--- src/rtl/instr_fetch_unit_pkg.sv ---
// rtl/instr_fetch_unit_pkg.sv - shared types and constants for the instruction fetch front-end
// Purpose: RV32 widths, fetch FSM state encoding, instruction buffer entry layout
//          and the sequential PC step helper.
// Ports:   none (package).
package instr_fetch_unit_pkg;

  localparam int XLEN = 32;
  localparam int ILEN = 32;

  typedef enum logic [0:0] {
    FETCH_RUN  = 1'b0,
    FETCH_HALT = 1'b1
  } fetch_state_e;

  typedef struct packed {
    logic [XLEN-1:0] pc;
    logic [ILEN-1:0] instr;
  } fetch_entry_t;

  // Sequential word step; wraps 32'hFFFF_FFFC -> 32'h0000_0000 naturally.
  function automatic logic [XLEN-1:0] next_fetch_pc(input logic [XLEN-1:0] pc);
    return pc + 32'd4;
  endfunction

endpackage

--- src/rtl/instr_fetch_unit_fifo.sv ---
// rtl/instr_fetch_unit_fifo.sv - synchronous FIFO used for the instruction buffer and address queue
// Purpose: DEPTH-entry (power of two) FIFO with flush; head is read combinationally.
//          A push is accepted when full only if a pop happens in the same cycle.
//          Flush has priority over push and pop.
// Ports:   clk, rst_n       clock, asynchronous active-low reset
//          flush_i          empty the FIFO this cycle
//          push_i/_data_i   write one entry
//          pop_i            drop the head entry (ignored when empty)
//          head_data_o      current head entry
//          count_o          number of valid entries (0..DEPTH)
module fetch_fifo #(
  parameter int WIDTH = 32,
  parameter int DEPTH = 2
) (
  input  logic                   clk,
  input  logic                   rst_n,
  input  logic                   flush_i,
  input  logic                   push_i,
  input  logic [WIDTH-1:0]       push_data_i,
  input  logic                   pop_i,
  output logic [WIDTH-1:0]       head_data_o,
  output logic [$clog2(DEPTH):0] count_o
);

  localparam int AW = $clog2(DEPTH);

  logic [WIDTH-1:0] mem_q [DEPTH];
  logic [AW-1:0]    rd_ptr_q;
  logic [AW-1:0]    wr_ptr_q;
  logic [AW:0]      count_q;
  logic             empty;
  logic             full;
  logic             do_push;
  logic             do_pop;

  assign empty       = (count_q == '0);
  assign full        = (count_q == (AW+1)'(DEPTH));
  assign do_pop      = pop_i && !empty;
  assign do_push     = push_i && (!full || do_pop);
  assign head_data_o = mem_q[rd_ptr_q];
  assign count_o     = count_q;

  always_ff @(posedge clk or negedge rst_n) begin
    if (!rst_n) begin
      rd_ptr_q <= '0;
      wr_ptr_q <= '0;
      count_q  <= '0;
      for (int i = 0; i < DEPTH; i++) begin
        mem_q[i] <= '0;
      end
    end else if (flush_i) begin
      rd_ptr_q <= '0;
      wr_ptr_q <= '0;
      count_q  <= '0;
    end else begin
      if (do_push) begin
        mem_q[wr_ptr_q] <= push_data_i;
        wr_ptr_q        <= wr_ptr_q + AW'(1);
      end
      if (do_pop) begin
        rd_ptr_q <= rd_ptr_q + AW'(1);
      end
      count_q <= count_q + (AW+1)'(do_push) - (AW+1)'(do_pop);
    end
  end

endmodule

--- src/rtl/instr_fetch_unit.sv ---
// rtl/instr_fetch_unit.sv - RV32I instruction fetch front-end
// Purpose: owns the fetch PC, issues word reads under a credit limit, tags in-order
//          responses with their request address, buffers them and presents {instr, pc}
//          to decode. A redirect flushes the buffer and discards wrong-path responses.
// Optional feature: FETCH_MISALIGN_CHECK_EN - misaligned redirect targets halt fetch
//          and raise fetch_misalign; otherwise target bits [1:0] are forced to zero.
// Ports:   clk, rst_n                       clock, asynchronous active-low reset
//          imem_req_valid/ready/addr        fetch request channel
//          imem_rsp_valid/data              in-order response words
//          redirect_valid/pc                control-flow redirect pulse and target
//          out_valid/ready/instr/pc         decode-side instruction stream
//          fetch_misalign                   misaligned redirect target held
module instr_fetch_unit
  import instr_fetch_unit_pkg::*;
#(
  parameter logic [31:0] RESET_PC   = 32'h0000_0000,
  parameter int          FIFO_DEPTH = 2
) (
  input  logic            clk,
  input  logic            rst_n,
  output logic            imem_req_valid,
  input  logic            imem_req_ready,
  output logic [XLEN-1:0] imem_req_addr,
  input  logic            imem_rsp_valid,
  input  logic [ILEN-1:0] imem_rsp_data,
  input  logic            redirect_valid,
  input  logic [XLEN-1:0] redirect_pc,
  output logic            out_valid,
  input  logic            out_ready,
  output logic [ILEN-1:0] out_instr,
  output logic [XLEN-1:0] out_pc,
  output logic            fetch_misalign
);

  localparam int CW = $clog2(FIFO_DEPTH) + 1;

  fetch_state_e    state_q, state_d;
  logic [XLEN-1:0] fetch_pc_q, fetch_pc_d;
  logic [CW-1:0]   drop_cnt_q, drop_cnt_d;
  logic            issue_en_q;

  logic [CW-1:0]   outstanding;
  logic [CW-1:0]   buf_count;
  logic [CW:0]     credit_used;
  logic [XLEN-1:0] rsp_pc;
  fetch_entry_t    buf_head;
  fetch_entry_t    buf_push_entry;
  logic [XLEN-1:0] target_pc;
  logic            target_bad;
  logic            req_fire;
  logic            rsp_drop;
  logic            buf_push;
  logic            buf_pop;

`ifdef FETCH_MISALIGN_CHECK_EN
  assign target_pc      = redirect_pc;
  assign target_bad     = (redirect_pc[1:0] != 2'b00);
  assign fetch_misalign = (state_q == FETCH_HALT);
`else
  logic unused_target_lsbs;
  assign unused_target_lsbs = ^redirect_pc[1:0];
  assign target_pc          = {redirect_pc[XLEN-1:2], 2'b00};
  assign target_bad         = 1'b0;
  assign fetch_misalign     = 1'b0;
`endif

  // Credit counts both in-flight requests and buffered words, so every
  // response is guaranteed a buffer slot and the request stays asserted
  // until accepted (credit can only grow while a request waits).
  assign credit_used    = {1'b0, outstanding} + {1'b0, buf_count};
  assign imem_req_valid = issue_en_q && (state_q == FETCH_RUN) && !redirect_valid
                          && (credit_used < (CW+1)'(FIFO_DEPTH));
  assign imem_req_addr  = fetch_pc_q;
  assign req_fire       = imem_req_valid && imem_req_ready;

  assign rsp_drop       = (drop_cnt_q != '0);
  assign buf_push       = imem_rsp_valid && !rsp_drop && !redirect_valid;
  assign buf_push_entry = '{pc: rsp_pc, instr: imem_rsp_data};
  // The flush on redirect overrides this pop inside the FIFO.
  assign buf_pop        = out_valid && out_ready;

  assign out_valid = (buf_count != '0);
  assign out_instr = out_valid ? buf_head.instr : '0;
  assign out_pc    = (state_q == FETCH_HALT) ? fetch_pc_q
                   : (out_valid ? buf_head.pc : '0);

  always_comb begin
    state_d    = state_q;
    fetch_pc_d = fetch_pc_q;
    drop_cnt_d = drop_cnt_q;
    if (redirect_valid) begin
      fetch_pc_d = target_pc;
      // Everything still in flight is wrong-path; a response arriving right
      // now is already discarded by the flush.
      drop_cnt_d = outstanding - CW'(imem_rsp_valid);
      state_d    = target_bad ? FETCH_HALT : FETCH_RUN;
    end else begin
      if (req_fire) begin
        fetch_pc_d = next_fetch_pc(fetch_pc_q);
      end
      if (imem_rsp_valid && rsp_drop) begin
        drop_cnt_d = drop_cnt_q - CW'(1);
      end
    end
  end

  always_ff @(posedge clk or negedge rst_n) begin
    if (!rst_n) begin
      state_q    <= FETCH_RUN;
      fetch_pc_q <= RESET_PC;
      drop_cnt_q <= '0;
      issue_en_q <= 1'b0;
    end else begin
      state_q    <= state_d;
      fetch_pc_q <= fetch_pc_d;
      drop_cnt_q <= drop_cnt_d;
      issue_en_q <= 1'b1;
    end
  end

  // Request-address queue: one entry per accepted request, popped by every
  // response (dropped or not); its occupancy is the outstanding count.
  fetch_fifo #(
    .WIDTH (XLEN),
    .DEPTH (FIFO_DEPTH)
  ) u_addr_queue (
    .clk         (clk),
    .rst_n       (rst_n),
    .flush_i     (1'b0),
    .push_i      (req_fire),
    .push_data_i (fetch_pc_q),
    .pop_i       (imem_rsp_valid),
    .head_data_o (rsp_pc),
    .count_o     (outstanding)
  );

  fetch_fifo #(
    .WIDTH ($bits(fetch_entry_t)),
    .DEPTH (FIFO_DEPTH)
  ) u_instr_buf (
    .clk         (clk),
    .rst_n       (rst_n),
    .flush_i     (redirect_valid),
    .push_i      (buf_push),
    .push_data_i (buf_push_entry),
    .pop_i       (buf_pop),
    .head_data_o (buf_head),
    .count_o     (buf_count)
  );

  // A response with nothing outstanding is a memory-side protocol error.
  a_rsp_has_request : assert property (
    @(posedge clk) disable iff (!rst_n) imem_rsp_valid |-> (outstanding != '0)
  );

endmodule
--- config.mk ---
export PLATFORM = sky130hd
export DESIGN_NAME = instr_fetch_unit
export DESIGN_NICKNAME = d
export VERILOG_FILES = /design/src/rtl/instr_fetch_unit_pkg.sv /design/src/rtl/instr_fetch_unit_fifo.sv /design/src/rtl/instr_fetch_unit.sv
export SDC_FILE = /design/constraint.sdc
export NUM_CORES = 1
export LEC_CHECK = 0
export ABC_AREA = 1
export BUFFER_PORTS_ARGS = -buffer_cell sky130_fd_sc_hd__buf_2
export CAP_MARGIN = 20
export CORE_MARGIN = 2
export CORE_UTILIZATION = 59
export CTS_CLUSTER_DIAMETER = 50
export DETAILED_ROUTE_END_ITERATION = 16
export MAX_ROUTING_LAYER = met4
export PLACE_DENSITY = 0.8
export SLEW_MARGIN = 25
export SYNTH_ARGS = -nofsm -noshare
export SYNTH_HDL_FRONTEND = slang
export SYNTH_HIERARCHICAL = 1
export SYNTH_SLANG_ARGS = --single-unit
export TNS_END_PERCENT = 30
--- constraint.sdc ---
create_clock -name clk -period 3 [get_ports clk]
set_clock_uncertainty 0.2 [all_clocks]
set_input_delay 0.3 -clock clk [delete_from_list [all_inputs] [get_ports clk]]
set_output_delay 0.3 -clock clk [all_outputs]
set_load 0.1 [all_outputs]
==> Word level (Yosys, flattened, before mapping) <==
Cells that the tools add are included.
W data, S select, Z words.
{ "word_totals": {"ff_bits": 235, "latchBits": 0, "ram_bits": 0, "romBits": 0, "in_bits": 70, "out_inout_bits": 99, "elab_cells": 92, "n_memories": 0} }
{ "op_classes": {"n_addsub": 12, "mul": 0, "n_div": 0, "n_lt_le_gt_ge": 7, "eq_ne": 2, "shift": 0, "muxes": 23, "bitwise": 5, "n_reduce_logical": 30} }
{ "ops": {"columns": ["operator", "count"], "rows": [
  ["$mux W32", 8],
  ["$mux W64", 4],
  ["$bwmux W128", 1],
  ["$bwmux W64", 1],
  ["$demux W64 S1", 1],
  ["$add A32 B3 Y32 const B", 1],
  ["$demux W32 S1", 1],
  ["$logic_and A1 B1 Y1", 13],
  ["$reduce_bool A2 Y1", 6],
  ["$ge A2 B2 Y1 const B", 4],
  ["$not A1 Y2", 4],
  ["$logic_not A1 Y1", 6],
  ["$mux W2", 3],
  ["$sub A2 B1 Y2", 3],
  ["$add A1 B1 Y1 const B", 4],
  ["$add A2 B1 Y2", 2],
  ["$eq A2 B2 Y1 const B", 2],
  ["$logic_not A2 Y1", 2],
  ["$lt A2 B1 Y1 const B", 2],
  ["$mux W1", 4],
  ["$add A2 B2 Y3", 1],
  ["$lt A3 B2 Y1 const B", 1],
  ["$logic_or A1 B1 Y1", 2],
  ["$reduce_and A2 Y1", 1],
  ["other kinds (2)", 2]
]} }

==> Depth between registers and ports, before layout <==
Gate-level depths: netlist of the first run.
{ "logic_depth": {"depth_word": 8, "mapped_depth": 16, "ltp_nobuf": 13} }

==> By module <==
The synthesis of the first run kept the hierarchy.
{ "modules_own_cells": {"columns": ["module", "instances", "cells_each", "area_each_um2", "seq_area_each_um2"], "rows": [
  ["fetch_fifo (u_instr_buf)", 1, 809, 6378.6, 3303.2],
  ["fetch_fifo (u_addr_queue)", 1, 420, 3342.0, 1701.6],
  ["instr_fetch_unit", 1, 520, 3035.4, 825.8]
]} }

==> Worst setup path after synthesis of the first run <==
No wires, ideal clock.
{ "synth_path": {"path_kind": "register to register", "start": "register u_addr_queue.count_q[1], in the netlist u_addr_queue/count_o[1]", "end": "register u_addr_queue.count_q[1], in the netlist u_addr_queue/count_o[1]", "setup_time_ns": 0.119, "arrival_time_ns": 2.381, "required_time_ns": 2.681, "path_slack_ns": 0.300, "path_stages_with_launch": 14, "path_buffers": 3, "synth_period_minus_slack_ns": 2.700, "path_cell_list": "dfrtp_1 > fa_1 > nor2_4 > nand4_4 > inv_2 > buf_6 > buf_6 > buf_6 > nand2_1 > ha_1 > inv_1 > ha_1 > a21oi_1 > nor2_1"} }
{ "synth_between": {"elab_chain_len": 7, "word_cells_on_any_way": 13, "classes_between": "3 x add/sub; 1 x order compare; 1 x eq/ne; 8 x reduce/logical"} }
{ "synth_lines": {"columns": ["element", "line_no", "text"], "rows": [
  ["start, declared", "instr_fetch_unit_fifo.sv:30", "logic [AW:0] count_q;"],
  ["start signal, assigned", "instr_fetch_unit_fifo.sv:63", "count_q <= count_q + (AW+1)'(do_push) - (AW+1)'(do_pop);"],
  ["$add A2 B2 Y3", "instr_fetch_unit.sv:70", "assign credit_used = {1'b0, outstanding} + {1'b0, buf_count};"],
  ["$lt A3 B2 Y1", "instr_fetch_unit.sv:72", "&& (credit_used < (CW+1)'(FIFO_DEPTH));"],
  ["$logic_and A1 B1 Y1", "instr_fetch_unit.sv:72", null],
  ["$logic_and A1 B1 Y1", "instr_fetch_unit.sv:74", "assign req_fire = imem_req_valid && imem_req_ready;"],
  ["via req_fire", "instr_fetch_unit.sv:50", "logic req_fire;"],
  ["$logic_and A1 B1 Y1", "instr_fetch_unit_fifo.sv:39", "assign do_push = push_i && (!full || do_pop);"],
  ["$add A2 B1 Y2", "instr_fetch_unit_fifo.sv:63", null],
  ["$sub A2 B1 Y2", "instr_fetch_unit_fifo.sv:63", null]
]} }
The timed path passes the listed nets, and every way through them passes these cells.
A chain may end at the register's enable or synchronous reset.

==> Worst setup path in the final report of the first run <==
{ "layout_path": {"start": "register u_instr_buf.count_q[0], in the netlist u_instr_buf/count_o[0]", "end": "output imem_req_valid"} }
{ "layout_between": {"elab_chain_len": 3} }
{ "layout_lines": {"columns": ["element", "line_no", "text"], "rows": [
  ["start, declared", "instr_fetch_unit_fifo.sv:30", null],
  ["start signal, assigned", "instr_fetch_unit_fifo.sv:63", null],
  ["$add A2 B2 Y3", "instr_fetch_unit.sv:70", null],
  ["$lt A3 B2 Y1", "instr_fetch_unit.sv:72", null],
  ["$logic_and A1 B1 Y1", "instr_fetch_unit.sv:72", null],
  ["end, declared", "instr_fetch_unit.sv:21", "output logic imem_req_valid,"]
]} }
Every way passes these cells.

==> impl_results.md, run 1 <==
* Run status: finished, final reports clean
* Vias at 12260
* Startpoint Class: flip-flop
* Stages on the worst setup path at 7
* Root buffer cell: clkbuf_16
* CTS tree: yes
* Delay-heaviest family, CP: buffers and inverters
* Min Tclk post-route at 2.82 ns
* Rows at 53
* Synthesis-to-layout area growth at 22.2%
* CP required at 2.50 ns
* Layout cells sized above 1 at 0.145
* Most used cell, CP: inv_1
* Grt ovf at 0
* Hold Crit Class: input port to flip-flop
* Avg Vias per Cell at 5.53
* Nets@finish at 1999
* Clock buffer depth at 3
* Reg2reg setup slack at 0.39 ns
* Post-synth cell types at 31
* Crit-path slowest cell: fa_1
* Dpl cells at 2101
* # clock sinks at 233
* Most common cell after layout, fill and taps aside: nand2_1
* Max Cap Viol at 0
* Initial Util at 0.603
* Worst slack at placement at 0.392 ns
* Maximum clock frequency at 355 MHz
* Postcts setup bufs at 0
* Beginning of the worst hold path: imem_req_ready
* 1st-iter DRT viols at 1156
* Final core utilization at 0.737
* DIE HEIGHT at 151 um
* Area contributors post-synth: dfrtp_1 46%, nand2_1 24%, nand4_1 9.5%
* WL/cell at 15.6 um
* Slowest Stage Delay on Critical Path at 0.49 ns
* Leakage at 0.00838 uW
* Synth Instances at 1749
* Final antenna-violating net count at 0
* Final HPWL DP at 19700 um
* Clk pin slew, worst setup/hold paths at 0.06 ns
* Worst slew pin tran at 0.800 ns
* Fin crit share at 0.939
* Total global-route track usage at 0.314
* Fillers at 1582
* Worst VDD drop at 0.598 mV
* Diode count at 0
* Post-Syn Area per Cell at 7.29 sq um
* Setup TNS at 0 ns
* Final hold viol count at 0
* Non-filler instance count after layout at 2217
* DR DRC count at 0
* Crit path DAT at 2.32 ns
* Seq cells post-synth at 233
* CTS Buf Count at 28
* Placer Congestion at 0.891
* Chain of cells forming the critical path: nand2_1 -> inv_1 -> fa_1 -> nor2_4 -> nand3_1 -> inv_1 -> buf_2
* CP bufs+invs at 3
* Power per cell area at 789 nW/um^2
* Worst relative slew slack at 0.467
* Core ar. at 21200 sq um
* Worst r2r dst: u_addr_queue/count_o[1]$_DFF_PN0_
* Largest net degree at the start of global routing at 124
* Hold Crit Depth at 4
* Synth Warn # at 6
* TritonRoute pass-1 iters at 5
* Endpoint, Worst Hold: imem_req_addr[3]$_DFFE_PN0P_
* Leading area contributor after synthesis: dfrtp_1
* Die Area at 22800 sq um
* Most frequent cells in the layout: 821 x nand2_1, 232 x dfrtp_1, 193 x nand4_1
* Sequential fraction of the synthesis area at 0.457
* Chip width at 151 um
* RSZ-0062 raised after global routing: no
* Vias in the first global route at 11485
* Setup violators final at 0
* Crit Path Category: flip-flop to output pin
* Reg2Reg Depth at 12
* CTS H-tree depth at 1
* Max-slew violation count at 0
* Clock Latency Late Sink at 0.53 ns
* Reg2reg start: u_instr_buf/count_o[0]$_DFF_PN0_
* WL final at 34500 um
* Synth Cell Area at 12800 sq um
* Critical-path maximum fanout at 5
* Antenna violations before repair at 0
* Io pins at 169
* First-pass GRT wire length at 56500 um
* Hold slack final at 0.0139 ns
* IO Port Bufs at 163
* Critical path capture point type: output pin
* Final Worst Setup Slack at 0.183 ns
* Yosys top cell area share at 0.457
==> Yosys cell counts (all sizes together) <==
cell type / number
clkbuf: 16
o211ai: 3
nor2: 120
or2: 1
a21oi: 2
nand4: 194
nand3: 63
and2: 2
dfrtp: 233
ha: 7
o21ai: 23
buf: 106
inv: 133
o21bai: 7
fa: 1
conb: 2
nand2: 829
nor3: 2
xnor2: 5
==> how the worst max path moves through the flow <==
stage	from	end	slack [ns]
after CTS	u_instr_buf/count_o[0]$_DFF_PN0_	imem_req_valid	0.16
after floorplan	u_addr_queue/count_o[1]$_DFF_PN0_	u_addr_queue/count_o[1]$_DFF_PN0_	0.30
after global routing	u_instr_buf/count_o[0]$_DFF_PN0_	imem_req_valid	0.08
final	u_instr_buf/count_o[0]$_DFF_PN0_	imem_req_valid	0.18
after global placement	u_instr_buf/count_o[0]$_DFF_PN0_	u_addr_queue/count_o[1]$_DFF_PN0_	0.44
after detailed placement	u_instr_buf/count_o[0]$_DFF_PN0_	u_addr_queue/count_o[1]$_DFF_PN0_	0.39
==> power by group <==
part / leakage, uW / switching, uW / internal [uW] / total [uW]
logic: 0.00489 / 3160 / 1180 / 4340
clock network: 0.000442 / 1300 / 1900 / 3200
registers: 0.00305 / 647 / 4100 / 4750
==> metal layers <==
layer / global-route usage / vias up / wire, um
met5: - / - / 0
met4: 0.0734 / 0 / 510
met3: 0.0352 / 45 / 2850
met2: 0.508 / 604 / 16700
met1: 0.432 / 5702 / 14500
li1: - / 5909 / -
==> worst min-delay path: stages <==
cell     delay (ns)
buf_2          0.12
nand4_4        0.12
nor3_1         0.06
nor3_2         0.09
==> cell type report <==
class,instances,area [sq um],area share
clock inverters,11,72.6,0.00466
well taps,275,344,0.0221
flip-flops and latches,233,5830,0.374
repair buffers,254,2280,0.146
multi-input cells,1271,5740,0.368
inverters,133,499,0.0320
clock buffers,40,817,0.0524
==> metrics by stage <==
step	area (sq um)	power [uW]
floorplan	12800	7940
global placement	14000	8820
detailed placement	14000	8970
CTS	15600	12300
global route	15600	13000
finish	15600	12300
==> registers in the layout (all words and copies together), names as in the netlist <==
register and cells:
u_addr_queue/rd_ptr_q 1, issue_en_q 1, u_instr_buf/mem_q 128, u_instr_buf/wr_ptr_q 1, u_instr_buf/rd_ptr_q 1, u_addr_queue/count_o 2, u_addr_queue/mem_q 64, u_instr_buf/count_o 2
drop_cnt_q 2, imem_req_addr 30, u_addr_queue/wr_ptr_q 1
==> timing repair <==
action | CTS | global route
hold buffers | 65 | 0
gates resized for setup | 0 | 0
endpoints found under the hold margin | 183 | 0
==> cells by family (layout without fill, tap and decap cells) <==
| kind of cell | after synthesis | in the layout | share of synthesized area |
|---|---|---|---|
| buf+inv | 255 | 438 | 0.0979 |
| flops | 233 | 233 | 0.457 |
| other cells | 2 | 12 | 0.000589 |
| compound gates | 35 | 35 | 0.0157 |
| xor+xnor | 5 | 5 | 0.00343 |
| simple gates | 1211 | 1211 | 0.417 |
| fa+ha+maj | 8 | 8 | 0.00844 |
(Power assumes the default switching activity.)
==> run 2, diff against run 1 <==
ABC_AREA = not set   (was 1)
CORE_UTILIZATION = 58   (was 59)
==> run 2 against run 1 <==
Compared with the run above: largest cell class unchanged; power down 5.3%; worst hold slack better by 0.060 ns; sequential power down 2%.
==> impl_results.md, run 2 <==
* Combinational Power Share at 0.321 (-0.032)
* Initial Util at 0.594 (-0.00909)
* Post-synth ARST share at 1.00 (unchanged)
* Sequential Area at 5830 sq um (unchanged)
* Clock Latency Late Sink at 0.52 ns (about the same)
* Max Cap Viol at 0 (unchanged)
* Setup violators final at 0 (unchanged)
* Min Tclk post-route at 2.90 ns (+0.0872 ns)
* Fillers at 1260 (-20%)
* Crit-path slowest cell: dfrtp_2
* Share of power burned in registers at 0.401 (+0.015)
* Sw frac at 0.329 (-0.0872)
* Post-synth EDFFs at 0 (unchanged)
* CP bufs+invs at 2 (-1)
* Slowest Stage Delay on Critical Path at 0.80 ns (+0.31 ns)
* Chip width at 146 um (-3.6%)
* 1st-iter DRT viols at 393 (-66%)
* Total global-route track usage at 0.266 (-0.0486)
* Worst VDD drop at 0.483 mV (-19%)
* Most common flop cell mapped by yosys: dfrtp_1
* Power per cell area at 811 nW/um^2 (+2.8%)
* Clk pin slew, worst setup/hold paths at 0.06 ns (about the same)
* Maximum clock frequency at 344 MHz (-3.0%)
* Root buffer cell: clkbuf_16
* Rows at 51 (-3.8%)
* Final HPWL DP at 16400 um (-17%)
* Final Worst Setup Slack at 0.0956 ns (-0.0872 ns)
* Avg Vias per Cell at 5.72 (+3.4%)
* TritonRoute pass-1 iters at 4 (-1)
* Grt ovf at 0 (unchanged)
* Max-slew violation count at 0 (unchanged)
* Placer Congestion at 0.853 (-4.3%)
* Die Area at 21200 sq um (-7.0%)
* DR DRC count at 0 (unchanged)
* Area of the multi-input gates at 5490 sq um (-4.5%)
* Synth Instances at 869 (-50%)
* Area contributors post-synth: dfrtp_1 50%, mux2_2 19%, mux2_4 12%
* CTS tree: yes
* Io pins at 169 (unchanged)
* Switch Pwr at 3830 uW (-25%)
* Leading area contributor after synthesis: dfrtp_1
* CP required at 2.50 ns (about the same)
* WL final at 27300 um (-21%)
* Clock Power Share at 0.278 (+0.018)
* Startpoint Class: flip-flop
* Final core utilization at 0.733 (-0.00397)
* Synth Cell Area at 11600 sq um (-8.8%)
* Final hold viol count at 0 (unchanged)
* # clock sinks at 233 (unchanged)
* Run status: finished, final reports clean
* Dpl cells at 1281 (-39%)
* Seq cells post-synth at 233 (unchanged)
* Sequential fraction of the synthesis area at 0.501 (+0.0440)
* Leakage at 0.00683 uW (-19%)
* Core ar. at 19600 sq um (-7.4%)
* Most frequent cells in the layout: 232 x dfrtp_1, 194 x mux2_2, 161 x buf_2
* Clock buffer depth at 3 (unchanged)
* Post-Syn Area per Cell at 13.4 sq um (+84%)
* Top reg by flops: u_instr_buf/mem_q
* Worst slew pin tran at 0.710 ns (-0.0897 ns)
* Int Pwr at 7810 uW (+8.9%)
* Most frequent cell after synthesis: dfrtp_1
* CTS Buf Count at 27 (-3.6%)
* Final antenna-violating net count at 0 (unchanged)
* Yosys top cell area share at 0.501 (+0.0440)
* Layout cells sized above 1 at 0.473 (+0.329)
* Critical path capture point type: output pin
* Largest net degree at the start of global routing at 90 (-27%)
* Vias at 7973 (-35%)
* Crit path DAT at 2.40 ns (+0.08 ns)
* WL/cell at 19.5 um (+26%)
* Synth Warn # at 6 (unchanged)
* Worst relative slew slack at 0.527 (+0.0598)
* IO Port Bufs at 163 (unchanged)
* Max reg flops at 128 (unchanged)
* RSZ-0062 raised after global routing: no
* Non-filler instance count after layout at 1395 (-37%)
* Hold slack final at 0.0737 ns (+0.0598 ns)
* Critical-path maximum fanout at 22 (+17)
* First-pass GRT wire length at 44700 um (-21%)
* Post-synth cell types at 52 (+68%)
* Nets@finish at 1188 (-41%)
* Antenna violations before repair at 2 (+2)
* Synth cell count leaders: 233 x dfrtp_1, 194 x mux2_2, 90 x mux2_4
* Hold Crit Class: input port to flip-flop
* Fin crit share at 0.968 (+0.0291)
* CTS H-tree depth at 1 (unchanged)
* Worst slack at placement at 0.179 ns (-0.213 ns)
* Vias in the first global route at 8396 (-27%)
* Setup TNS at 0 ns (unchanged)
* Synthesis-to-layout area growth at 23.4%
* Crit Path Category: flip-flop to output pin
* Chain of cells forming the critical path: buf_12 -> mux2_2 -> and2_1 -> buf_2
* Most common cell after layout, fill and taps aside: dfrtp_1
* DIE HEIGHT at 146 um (-3.6%)
* Delay-heaviest family, CP: flip-flops
-- run 2: cell types whose count changed after synthesis, sizes merged, moves of 11 or more --
| cell | delta |
|---|---|
| nor2 | -100 |
| mux2 | +288 |
| and2 | +68 |
| nand3 | -45 |
| nand4 | -182 |
| inv | -124 |
| nand2 | -795 |
| or4 | +16 |
| a31oi | +11 |
| buf | -77 |
-- run 2: what timing repair did --
item	4_1_cts	5_1_grt
buffers inserted	0	0
setup endpoints to repair	0	7
hold buffers	65	0
endpoints found under the hold margin	185	0
gates resized for setup	0	2
-- run 2: logic make-up (layout without fill, tap and decap cells) --
kind of cell             after synthesis  after routing  synth area share
other                                  2             18          0.000645
buffers and inverters                 64            309            0.0341
AND/OR/NAND/NOR                      205            205             0.105
multiplexers                         289            289             0.309
adder cells (fa/ha/maj)                8              8           0.00925
XOR/XNOR                              17             17            0.0128
AO/OA/AOI/OAI                         51             51            0.0289
flip-flops                           233            233             0.501
-- run 2: worst paths after layout --
path | from | to | slack [ns] | cells past startpoint
min | imem_req_ready | imem_req_addr[18]$_DFFE_PN0P_ | 0.07 | 4
min in group asynchronous | rst_n | u_instr_buf/mem_q[68]$_DFFE_PN0P_ | 0.18 | 2
max | u_instr_buf/rd_ptr_q$_DFFE_PN0P_ | out_instr[22] | 0.1 | 4
min reg2reg | u_instr_buf/mem_q[0]$_DFFE_PN0P_ | u_instr_buf/mem_q[0]$_DFFE_PN0P_ | 0.28 | 1
max in group asynchronous | rst_n | u_instr_buf/mem_q[25]$_DFFE_PN0P_ | 1.63 | 3
max reg2reg | u_instr_buf/count_o[0]$_DFF_PN0_ | imem_req_addr[23]$_DFFE_PN0P_ | 0.12 | 7
-- run 2: area by class of cell --
class | count | share of cell area
sequential | 233 | 0.406
clock inverter | 12 | 0.0110
inverter | 9 | 0.00235
multi-input combinational | 584 | 0.382
tap | 265 | 0.0231
timing repair buffer | 255 | 0.124
antenna | 4 | 0.000697
clock buffer | 33 | 0.0500
-- run 2: worst min-delay path: cells and delay by family --
kind	cells	cell delay (ns)
buf+inv	1	0.10
compound gates	1	0.12
simple gates	2	0.23
-- run 2: layer usage --
metal,vias to the layer above,routed length [um],global-route usage
met4,0,775,0.0848
met3,66,1380,0.0448
li1,3584,-,-
met2,273,13100,0.427
met1,4050,12000,0.348
met5,-,0,-
-- run 2: through the flow --
step / total power [uW] / cell area, sq um
after floorplan: 7520 / 11700
after global placement: 8160 / 12800
after detailed placement: 8320 / 12800
after CTS: 11700 / 14300
after global routing: 12200 / 14300
final: 11600 / 14400
-- run 2: power by group through the flow --
stage                     Combinational, uW  Clock, uW  Sequential, uW
after global placement                 3530          0            4630
final                                  3730       3240            4670
after global routing                   3980       3440            4790
after floorplan                        2720          0            4800
after detailed placement               3630          0            4690
after CTS                              3730       3290            4660
